File: src/rtl/uart_prog_loader.sv
// rtl/uart_prog_loader.sv - UART byte-stream program loader for instruction memory
module uart_prog_loader #(
   parameter int unsigned ADDR_W    = 10,
   parameter logic [31:0] END_WORD  = 32'h0000_0FFF,
   parameter int unsigned START_DLY = 16,
   parameter int unsigned TIMEOUT   = 1000
) (
   input  logic              clk,
   input  logic              rst_l,
   input  logic              rx_valid,
   input  logic [7:0]        rx_data,
   input  logic              rx_err,
   output logic              imem_we,
   output logic [ADDR_W-1:0] imem_addr,
   output logic [31:0]       imem_wdata,
   output logic              ldr_ready,
   output logic              core_rst_l,
   output logic              ldr_done,
   output logic              ldr_ovf,
   output logic [ADDR_W:0]   word_cnt
);

   typedef enum logic [1:0] {
      ST_WAIT  = 2'd0,
      ST_LOAD  = 2'd1,
      ST_WRITE = 2'd2,
      ST_DONE  = 2'd3
   } state_t;

   localparam logic [15:0]     LP_DLY_LAST  = 16'(START_DLY - 1);
   localparam logic [15:0]     LP_IDLE_LAST = 16'(TIMEOUT - 1);
   localparam logic [ADDR_W:0] LP_CNT_ONE   = {{ADDR_W{1'b0}}, 1'b1};

   state_t            r_state;
   state_t            w_state_nxt;
   logic [15:0]       r_dly_cnt;
   logic [15:0]       r_idle_cnt;
   logic [1:0]        r_byte_cnt;
   logic [23:0]       r_word;
   logic [ADDR_W:0]   r_word_cnt;
   logic [ADDR_W-1:0] r_imem_addr;
   logic [31:0]       r_imem_wdata;
   logic              r_imem_we;
   logic              r_ldr_ready;
   logic              r_core_rst_l;
   logic              r_ldr_done;
   logic              r_ldr_ovf;

   logic              w_accept;
   logic              w_take;
   logic              w_last_byte;
   logic              w_is_end;
   logic              w_mem_full;
   logic              w_idle_tick;
   logic [31:0]       w_full_word;

   // Bytes are only taken while loading; a framing error always beats a coincident byte.
   assign w_accept    = (r_state == ST_LOAD) || (r_state == ST_WRITE);
   assign w_take      = w_accept && rx_valid && !rx_err;
   assign w_full_word = {rx_data, r_word};
   assign w_last_byte = w_take && (r_byte_cnt == 2'd3);
   assign w_is_end    = (w_full_word == END_WORD);
   // The write in flight targets the last address, so memory is full once it retires.
   assign w_mem_full  = (r_state == ST_WRITE) && (r_word_cnt[ADDR_W-1:0] == '1);
   assign w_idle_tick = (r_state == ST_LOAD) && (r_byte_cnt != 2'd0) && !rx_valid;

   // State register.
   always_ff @(posedge clk or negedge rst_l) begin
      if (!rst_l) r_state <= ST_WAIT;
      else        r_state <= w_state_nxt;
   end

   // Next-state decode.
   always_comb begin
      w_state_nxt = r_state;
      case (r_state)
         ST_WAIT:  if (r_dly_cnt == LP_DLY_LAST) w_state_nxt = ST_LOAD;
         ST_LOAD:  if (w_last_byte) w_state_nxt = w_is_end ? ST_DONE : ST_WRITE;
         ST_WRITE: w_state_nxt = w_mem_full ? ST_DONE : ST_LOAD;
         ST_DONE:  w_state_nxt = ST_DONE;
         default:  w_state_nxt = ST_WAIT;
      endcase
   end

   // Start-up delay counter, running only while waiting.
   always_ff @(posedge clk or negedge rst_l) begin
      if (!rst_l)                 r_dly_cnt <= 16'd0;
      else if (r_state == ST_WAIT) r_dly_cnt <= r_dly_cnt + 16'd1;
   end

   // Little-endian word assembly with error and idle-timeout discard of partial words.
   always_ff @(posedge clk or negedge rst_l) begin
      if (!rst_l) begin
         r_byte_cnt <= 2'd0;
         r_word     <= 24'd0;
         r_idle_cnt <= 16'd0;
      end else if (w_accept && rx_err) begin
         r_byte_cnt <= 2'd0;
         r_idle_cnt <= 16'd0;
      end else if (w_take) begin
         case (r_byte_cnt)
            2'd0:    r_word[7:0]   <= rx_data;
            2'd1:    r_word[15:8]  <= rx_data;
            2'd2:    r_word[23:16] <= rx_data;
            default: r_word        <= r_word;
         endcase
         r_byte_cnt <= r_byte_cnt + 2'd1;
         r_idle_cnt <= 16'd0;
      end else if (rx_valid) begin
         r_idle_cnt <= 16'd0;
      end else if (w_idle_tick) begin
         if (r_idle_cnt == LP_IDLE_LAST) begin
            r_idle_cnt <= 16'd0;
            r_byte_cnt <= 2'd0;
         end else begin
            r_idle_cnt <= r_idle_cnt + 16'd1;
         end
      end
   end

   // Capture the write address/data on the completing byte; they hold until the next word.
   always_ff @(posedge clk or negedge rst_l) begin
      if (!rst_l) begin
         r_imem_addr  <= '0;
         r_imem_wdata <= 32'd0;
      end else if (w_last_byte && !w_is_end) begin
         r_imem_addr  <= r_word_cnt[ADDR_W-1:0];
         r_imem_wdata <= w_full_word;
      end
   end

   // Word counter advances at the end of each write cycle.
   always_ff @(posedge clk or negedge rst_l) begin
      if (!rst_l)                  r_word_cnt <= '0;
      else if (r_state == ST_WRITE) r_word_cnt <= r_word_cnt + LP_CNT_ONE;
   end

   // Status outputs registered from the next state so they never glitch.
   always_ff @(posedge clk or negedge rst_l) begin
      if (!rst_l) begin
         r_imem_we    <= 1'b0;
         r_ldr_ready  <= 1'b0;
         r_core_rst_l <= 1'b0;
         r_ldr_done   <= 1'b0;
         r_ldr_ovf    <= 1'b0;
      end else begin
         r_imem_we    <= (w_state_nxt == ST_WRITE);
         r_ldr_ready  <= (w_state_nxt == ST_LOAD) || (w_state_nxt == ST_WRITE);
         r_core_rst_l <= (w_state_nxt == ST_DONE);
         r_ldr_done   <= (w_state_nxt == ST_DONE);
         r_ldr_ovf    <= r_ldr_ovf | w_mem_full;
      end
   end

   assign imem_we    = r_imem_we;
   assign imem_addr  = r_imem_addr;
   assign imem_wdata = r_imem_wdata;
   assign ldr_ready  = r_ldr_ready;
   assign core_rst_l = r_core_rst_l;
   assign ldr_done   = r_ldr_done;
   assign ldr_ovf    = r_ldr_ovf;
   assign word_cnt   = r_word_cnt;

endmodule

File: config.mk
export PLATFORM = sky130hd
export DESIGN_NAME = uart_prog_loader
export DESIGN_NICKNAME = d
export VERILOG_FILES = /design/src/rtl/uart_prog_loader.sv
export SDC_FILE = /design/constraint.sdc
export NUM_CORES = 1
export LEC_CHECK = 0
export ABC_AREA = 1
export CAP_MARGIN = 15
export CORE_ASPECT_RATIO = 0.8
export CORE_MARGIN = 1.5
export CORE_UTILIZATION = 45
export DETAILED_ROUTE_END_ITERATION = 10
export GPL_ROUTABILITY_DRIVEN = 0
export GPL_TIMING_DRIVEN = 0
export PLACE_DENSITY = 0.67
export SYNTH_ARGS = -nofsm -noshare
export SYNTH_HDL_FRONTEND = slang
export SYNTH_SLANG_ARGS = --single-unit
File: constraint.sdc
create_clock -name clk -period 3.6 [get_ports clk]
set_input_delay 1.08 -clock clk [delete_from_list [all_inputs] [get_ports clk]]
set_output_delay 1.08 -clock clk [all_outputs]
set_load 0.02 [all_outputs]
# Yosys cells after proc, flatten, opt, wreduce, memory -nomap -nowiden
# Index checks and enable logic that the tools add are counted.
dict set report op_classes {
  bitwise_logic 2
  add_sub_neg 4
  reduce_logical 23
  eq_ne 14
  mux 15
}
# op count
set ops {}
lappend ops {{two-way mux 16 bit} 5}
lappend ops {{adder 16 x 1 -> 16 bit, second input constant} 2}
lappend ops {{equality test 32 x 12 -> 1 bit, second input constant} 1}
lappend ops {{equality test 16 x 10 -> 1 bit, second input constant} 1}
lappend ops {{equality test 16 x 4 -> 1 bit, second input constant} 1}
lappend ops {{two-way mux 2 bit} 8}
lappend ops {{equality test 2 bit, second input constant} 6}
lappend ops {{AND reduction 3 bit} 4}
lappend ops {{adder 11 x 1 -> 11 bit, second input constant} 1}
lappend ops {{equality test 10 bit, second input constant} 1}
lappend ops {{logical AND 1 bit} 8}
lappend ops {{case mux 2 bit (4 select lines)} 1}
lappend ops {{equality test 2 x 1 -> 1 bit, second input constant} 3}
lappend ops {{nonzero test 3 bit} 2}
lappend ops {{logical NOT 2 bit} 2}
lappend ops {{nonzero test 4 bit} 1}
lappend ops {{logical NOT 1 bit} 3}
lappend ops {{inequality test 3 x 1 -> 1 bit, second input constant} 1}
lappend ops {{adder 2 x 1 -> 2 bit, second input constant} 1}
lappend ops {{logical OR 1 bit} 2}
lappend ops {{nonzero test 2 bit} 1}
lappend ops {{two-way mux 1 bit} 1}
lappend ops {{NOT 1 bit} 1}
lappend ops {{bitwise OR 1 bit} 1}
dict set report totals {
  in_bits 12
  ff_bits 117
  word_cells 72
  out_inout_bits 58
}

# Depth between registers and ports, before layout
# Gate-level depths: netlist of the first run.
dict set report depth {
  word_depth 9
  ltp_mapped 12
  mapped_depth_nobuf 12
}

# Worst setup path after synthesis of the first run
# Ideal clock, no wire load.
dict set report synth_timing {
  kind {input -> register}
  startpoint {in rx_data[4]}
  endpoint {reg r_ldr_ready, in the netlist ldr_ready}
  arrival_ps 2139
  required_ps 3487
  path_slack_ps 1349
  cell_stages 12
  cell_sequence {inv_1 nand2_1 nor2_1 nand2_1 nor2_1 nand2_2 nand2_2 nand2_1 nand2_1 nand2_1 ha_1 inv_1}
}
dict set report synth_between {
  elab_chain_len 6
}
# element line
set synth_rtl {}
lappend synth_rtl {{from (decl)} 11} ;# input logic [7:0] rx_data,
lappend synth_rtl {{equality test 32 x 12 -> 1 bit (*)} 62} ;# assign w_is_end = (w_full_word == END_WORD);
lappend synth_rtl {{two-way mux 1 bit (*)} 78} ;# ST_LOAD: if (w_last_byte) w_state_nxt = w_is_end ? ST_DONE : ST_WRITE;
lappend synth_rtl {{two-way mux 2 bit (*)} 78}
lappend synth_rtl {{case mux 2 bit (4 select lines) (*)} 76} ;# case (r_state)
lappend synth_rtl {{equality test 2 x 1 -> 1 bit or equality test 2 bit (tied branches)} 148} ;# r_ldr_ready <= (w_state_nxt == ST_LOAD) || (w_state_nxt == ST_WRITE);
lappend synth_rtl {{logical OR 1 bit (*)} 148}
lappend synth_rtl {{to (signal assigned)} 148}
lappend synth_rtl {{to (decl)} 44} ;# logic r_ldr_ready;
# Every way passes the cells marked *; elsewhere a longest branch is shown, timed or not.
# A chain may end at the register's enable or synchronous reset.

# Worst setup path after layout of the first run
dict set report layout_timing {
  startpoint {reg r_word_cnt[5], in the netlist word_cnt[5]}
  endpoint {out word_cnt[5]}
}
# element line
set layout_lines {}
lappend layout_lines {{from (decl)} 40} ;# logic [ADDR_W:0] r_word_cnt;
lappend layout_lines {{from (signal assigned)} 135} ;# else if (r_state == ST_WRITE) r_word_cnt <= r_word_cnt + LP_CNT_ONE;
lappend layout_lines {{to (decl)} 20} ;# output logic [ADDR_W:0] word_cnt
# No word-level cell between the ends.

==> results of run 1 <==
-- sequential cells by signal, indices dropped and copies added, names as in the netlist --
signal and flops:
word_cnt 11, imem_addr 10, imem_wdata 32, r_state 2, r_word 24, ldr_ovf 1
r_idle_cnt 16, imem_we 1, ldr_done 1, r_dly_cnt 16, ldr_ready 1, r_byte_cnt 2
-- worst min-delay path: cells and delay by family, from the launching register on --
| kind | cells | cell delay, ns |
|---|---|---|
| flip-flops | 1 | 0.34 |
| buffers and inverters | 1 | 0.04 |
| AND/OR/NAND/NOR | 1 | 0.05 |
-- final timing paths --
| kind | depth (start not counted) | from | end |
|---|---|---|---|
| worst max-delay path | 1 | word_cnt[5] | word_cnt[5] |
| worst min-delay path | 2 | ldr_ovf | ldr_ovf |
| worst max register to register | 10 | r_state[0] | ldr_ready |
| worst min register to register | 2 | ldr_ovf | ldr_ovf |
| max in group asynchronous | 2 | rst_l | imem_wdata[7] |
| min in group asynchronous | 1 | rst_l | imem_addr[2] |
-- power groups by stage --
stage          sequential, W  clock, W  combinational [W]
6_report             0.00176   0.00169           0.000924
5_1_grt              0.00179   0.00177            0.00106
4_1_cts              0.00176   0.00171           0.000935
3_5_place_dp         0.00178         0           0.000929
3_3_place_gp         0.00177         0           0.000888
2_1_floorplan        0.00184         0           0.000481
-- Yosys cell counts --
library cell,number
nand4_1,7
o21bai_1,2
and3_1,2
buf_6,2
dfrtp_1,117
nand2_2,2
ha_1,13
xor2_1,24
buf_4,1
nor4_1,2
o21ai_0,59
inv_1,68
buf_2,5
nor3b_4,1
clkbuf_1,7
nor2_4,1
a21oi_1,6
nand3_1,42
xnor2_1,5
o211ai_1,1
o21a_1,1
or2_2,1
nor3_2,1
nor2_1,43
nor3_1,11
nand2_1,168
nand3b_1,1
o22ai_1,2
-- logic make-up after synthesis --
| family | Yosys count | synth area share (%) |
|---|---|---|
| xor gates and xnor gates | 29 | 4.85 |
| buffers and inverters | 83 | 6.42 |
| adders and majority gates | 13 | 3.10 |
| AOI/OAI and AO/OA | 71 | 7.02 |
| DFF | 117 | 55.9 |
| and+or+nand+nor | 282 | 22.7 |
-- cell type report --
cell class              count  area, sq um  share of cell area (%)
clock buffers              21          470                    6.98
flip-flops and latches    117         2930                    43.4
repair buffers             70          719                    10.7
multi-input cells         395         1980                    29.3
plain buffers              15         81.3                    1.21
inverters                  68          255                    3.79
clock inverters            11          125                    1.86
well taps                 148          185                    2.75
-- layout by cell type, fill, tap and decap left out, types with 6 or more instances in the layout --
cell type,n
clkdlybuf4s50_1,68
xor2_1,24
a21oi_1,6
dfrtp_1,117
nand4_1,7
nand3_1,42
nand2_1,168
clkbuf_1,8
clkbuf_16,17
o21ai_0,59
nor3_1,11
inv_1,68
ha_1,13
nor2_1,43
-- per-layer routing --
layer | wire, microns | track usage (%) | vias to the layer above
li1 | - | - | 2080
met1 | 5450 | 27.9 | 1994
met2 | 5290 | 31.5 | 114
met3 | 661 | 5.05 | 19
met4 | 155 | 8.05 | 0
met5 | 0 | 0 | -
-- metrics by stage --
step	std cells	setup slack [ns]	setup TNS, ns
final	845	1.03	0
after global routing	845	0.839	0
after CTS	845	1.00	0
after detailed placement	813	0.619	0
after global placement	812	-2.97	-346.90
after floorplan	595	1.35	0
==> flow_summary_export.csv, run 1 <==
group,metric,value,unit
power,p_total,0.00437,W
power,p_switching,0.00135,W
sta,setup_viol,0,
layout,final_util,59.0,%
routing,drtIter0Drc,250,
power,p_sw_share,30.9,%
sta,rsz0062_at_grt,"no",
sta,slew_viol_final,0,
clocking,cts_inserted_buffers,17,
routing,dr.pass1.iters,5,
layout,fillers,976,
sta,finalHoldViolCount,0,
synth,yosys_warnings,0,
clocking,clockBufferDepth,2,
routing,wl_per_cell,13.7,microns
global_route,grt_overflow,0,
floorplan,dieArea,12300,sq um
worst_setup_path,max_stage_delay,0.64,ns
min_path,hp-class,"flip-flop to flip-flop",
worst_setup_path,path_buf_inv,1,
power,intPower,0.00302,W
synth,ys_seq_elements,117,
synth,ys_seq_area_share,55.9,%
global_route,globalRouteTotalUtil,20.5,%
routing,ant_nets,0,
layout,n_antenna_cell,0,
clocking,path_clk_slew,0.06,ns
floorplan,placement_rows,35,
worst_setup_path,critical-path-top-delay-family,"buffers and inverters",
power,p_comb_share,21.1,%
sta,max_slew_margin,70.9,%
synth,synthTopCellsByArea,"dfrtp_1 56%, nand2_1 12%, o21ai_0 5.6%",
sta,fin_worst_skew,0.00885,ns
routing,vias,4207,
layout,final_layout_size_suffix_gt1_share,6.74,%
worst_setup_path,crit_type,"flip-flop to output pin",
floorplan,num_io_pins,70,
synth,synth_nets,620,
layout,syn_to_final_growth,28.6,%
floorplan,initial_core_util,45.9,%
worst_setup_path,path_cells,"clkdlybuf4s50_1",
sta,holdWs,0.463,ns
floorplan,chipWidth,124,microns
floorplan,core_area,11400,sq um
synth,synth_top_area_share,55.9,%
sta,period_needed,2.57,ns
synth,synth_area_per_cell,8.81,sq um
status,outcome,"completed",
placed_design,dpl.hpwl,8140,microns
layout,final_cell_area,6740,sq um
power,leakage,3.21,nW
layout,final_net_count,709,
power,p_clk_share,38.6,%
clocking,h-tree-depth,4,
global_route,grt_pass1_vias,4096,
floorplan,fp.dieH,99.5,microns
power,seqPwrFrac,40.3,%
clocking,cts.hold.buffers_added,0,
global_route,antenna_found_initial,0,
synth,yosysTopAreaCell,"dfrtp_1",
power,powerDensity,649,nW/um^2
worst_setup_path,arrival,1.49,ns
worst_setup_path,start_kind,"flip-flop",
synth,ys_types,28,
worst_setup_path,reg2reg_slack,1.44,ns
routing,routed_wl,11600,microns
sta,worst_slew_pin_slew,0.437,ns
synth,synthCells,595,
clocking,cts_root_buffer,"clkbuf_16",
worst_setup_path,critPathCaptureType,"output pin",
clocking,cts_resized,0,
worst_setup_path,crit_path_top_delay_cell,"clkdlybuf4s50_1",
run,cap_violations,0,
power,peakVddDrop,356,uV
worst_setup_path,worstPathRequired,2.52,ns
global_route,grt_first_pass_wirelength,19400,microns
global_route,grt_max_degree,74,
clocking,clock_latency,0.41,ns
placed_design,placedInstanceArea,6150,sq um
clocking,cts_setup_buffers,0,
sta,max_freq,0.389,GHz
clocking,cts_tree,"yes",
clocking,clock_sinks,117,
sta,period_share,71.4,%
routing,viasPerCell,4.98,
placed_design,io_buffers,69,
worst_setup_path,cp_max_fo,5,
synth,syn_area,5240,sq um
routing,drcViolationCount,0,
(Power assumes the default switching activity.)
==> run 2: changes to the inputs <==
==> constraint.sdc (replaced) <==
create_clock -name clk -period 2.5 [get_ports clk]
set_input_delay 0.75 -clock clk [delete_from_list [all_inputs] [get_ports clk]]
set_output_delay 0.75 -clock clk [all_outputs]
set_load 0.02 [all_outputs]
==> results of run 2 <==
The final DEF is identical to that of run 1. Status: completed.
Main changes from that run: setup slack after placement 0.619 ns -> -0.151 ns; setup slack after layout 1.03 ns -> 0.258 ns; hold slack 0.463 ns -> 0.257 ns; register-to-register setup slack 1.44 ns -> 0.34 ns; total power 0.00437 W -> 0.00630 W; worst IR drop on VDD 356 uV -> 513 uV
==> run 3: changes to the inputs <==
--- a/config.mk
+++ b/config.mk
@@ -13,6 +13,7 @@
 export DETAILED_ROUTE_END_ITERATION = 10
 export GPL_ROUTABILITY_DRIVEN = 0
 export GPL_TIMING_DRIVEN = 0
+export MAX_ROUTING_LAYER = met4
 export PLACE_DENSITY = 0.67
 export SYNTH_ARGS = -nofsm -noshare
 export SYNTH_HDL_FRONTEND = slang
==> run 3 against run 2 <==
Compared with the run above: via count increased by 0.45%; hold slack worse by 0.0026 ns; first-iteration DRC count shrank 11%; critical path type unchanged; largest power group unchanged.
==> flow_summary_export.csv, run 3 (same netlist as run 1, synthesis figures left out) <==
group,metric,value,unit
placed_design,io_buffers,69,
worst_setup_path,critPathCaptureType,"output pin",
worst_setup_path,cp_max_fo,5,
floorplan,fp.dieH,99.5,microns
power,p_total,0.00630,W
global_route,grt_first_pass_wirelength,19400,microns
clocking,cts_resized,0,
sta,rsz0062_at_grt,"no",
clocking,clock_sinks,117,
layout,final_cell_area,6740,sq um
worst_setup_path,crit_type,"flip-flop to output pin",
routing,dr.pass1.iters,5,
placed_design,placedInstanceArea,6150,sq um
layout,n_antenna_cell,0,
floorplan,core_area,11400,sq um
placed_design,dpl.hpwl,8140,microns
power,powerDensity,935,nW/um^2
worst_setup_path,start_kind,"flip-flop",
run,cap_violations,0,
worst_setup_path,path_cells,"clkdlybuf4s50_1",
worst_setup_path,reg2reg_slack,0.34,ns
worst_setup_path,path_buf_inv,1,
global_route,antenna_found_initial,0,
worst_setup_path,rr_startpoint,"r_state[0]",
worst_setup_path,worstPathRequired,1.75,ns
placed_design,dpl.cell_count,813,
global_route,globalRouteTotalUtil,21.2,%
sta,period_needed,2.25,ns
routing,wl_per_cell,13.7,microns
floorplan,dieArea,12300,sq um
clocking,path_clk_slew,0.06,ns
sta,setup-tns-final,0,ns
routing,ant_nets,0,
floorplan,num_io_pins,70,
sta,finalHoldViolCount,0,
clocking,cts.hold.buffers_added,0,
sta,worst_slew_pin_slew,0.436,ns
clocking,clock_latency,0.42,ns
layout,final_cells,845,
worst_setup_path,regToRegEndpoint,"ldr_ready",
layout,final_common_cell,"nand2_1",
clocking,clockBufferDepth,2,
worst_setup_path,reg2reg_depth,10,
routing,viasPerCell,5.00,
sta,max_slew_margin,70.9,%
floorplan,chipWidth,124,microns
min_path,hp-class,"primary input to async pin",
layout,final_util,59.0,%
sta,fin_worst_skew,0.00758,ns
global_route,grt_pass1_vias,4089,
floorplan,placement_rows,35,
layout,final_net_count,709,
sta,period_share,90.0,%
worst_setup_path,crit_path_top_delay_cell,"clkdlybuf4s50_1",
layout,final_layout_size_suffix_gt1_share,6.74,%
global_route,grt_max_degree,74,
clocking,h-tree-depth,4,
worst_setup_path,critical-path-top-delay-family,"buffers and inverters",
sta,setup_viol,0,
routing,routed_wl,11600,microns
routing,vias,4226,
power,leakage,3.21,nW
sta,slew_viol_final,0,
worst_setup_path,arrival,1.50,ns
worst_setup_path,max_stage_delay,0.64,ns
sta,max_freq,0.445,GHz
clocking,cts_setup_buffers,0,
clocking,cts_root_buffer,"clkbuf_16",
layout,final_cell_mix,"168 x nand2_1, 117 x dfrtp_1, 68 x inv_1, 68 x clkdlybuf4s50_1, 59 x o21ai_0",
global_route,grt_overflow,0,
layout,largest_reg_flops,32,
status,outcome,"completed",
floorplan,initial_core_util,45.9,%
power,peakVddDrop,521,uV
routing,drtIter0Drc,223,
layout,fillers,976,
clocking,cts_tree,"yes",
layout,syn_to_final_growth,28.6,%
routing,drcViolationCount,0,
clocking,cts_inserted_buffers,17,
## run 3: layer usage
metal / global-route usage (%) / wire, microns
met2: 31.5 / 5280
met3: 5.05 / 607
met5: - / 0
met1: 27.8 / 5510
met4: 8.84 / 188
## run 3: report_power, final
| group | switching [W] | internal, W |
|---|---|---|
| clock network | 0.000892 | 0.00154 |
| registers | 0.000274 | 0.00226 |
| logic | 0.000786 | 0.000542 |
| total | 0.00195 | 0.00435 |
## run 3: cell type report
class | count | area, sq um | share of cell area [%]
clock buffer | 21 | 470 | 6.98
buffer | 15 | 81.3 | 1.21
multi-input combinational | 395 | 1980 | 29.3
timing repair buffer | 70 | 719 | 10.7
inverter | 68 | 255 | 3.79
clock inverter | 11 | 125 | 1.86
tap | 148 | 185 | 2.75
sequential | 117 | 2930 | 43.4
## run 3: worst max path at each step
stage,startpoint,to,slack [ns],cells after the start
2_1_floorplan,rx_data[4],ldr_ready,0.58,12
3_3_place_gp,rst_l,r_idle_cnt[0],-3.74,1
3_5_place_dp,rx_data[5],ldr_ready,-0.15,13
4_1_cts,word_cnt[8],word_cnt[8],0.23,1
5_1_grt,rx_data[5],imem_wdata[25],0.08,10
6_report,word_cnt[5],word_cnt[5],0.25,1
## run 3: per-stage QoR
stage               hold WS, ns  setup slack (ns)
floorplan                 0.453             0.579
global placement          0.457             -3.74
detailed placement        0.450            -0.151
CTS                       0.266             0.234
global route              0.273            0.0845
finish                    0.255             0.251
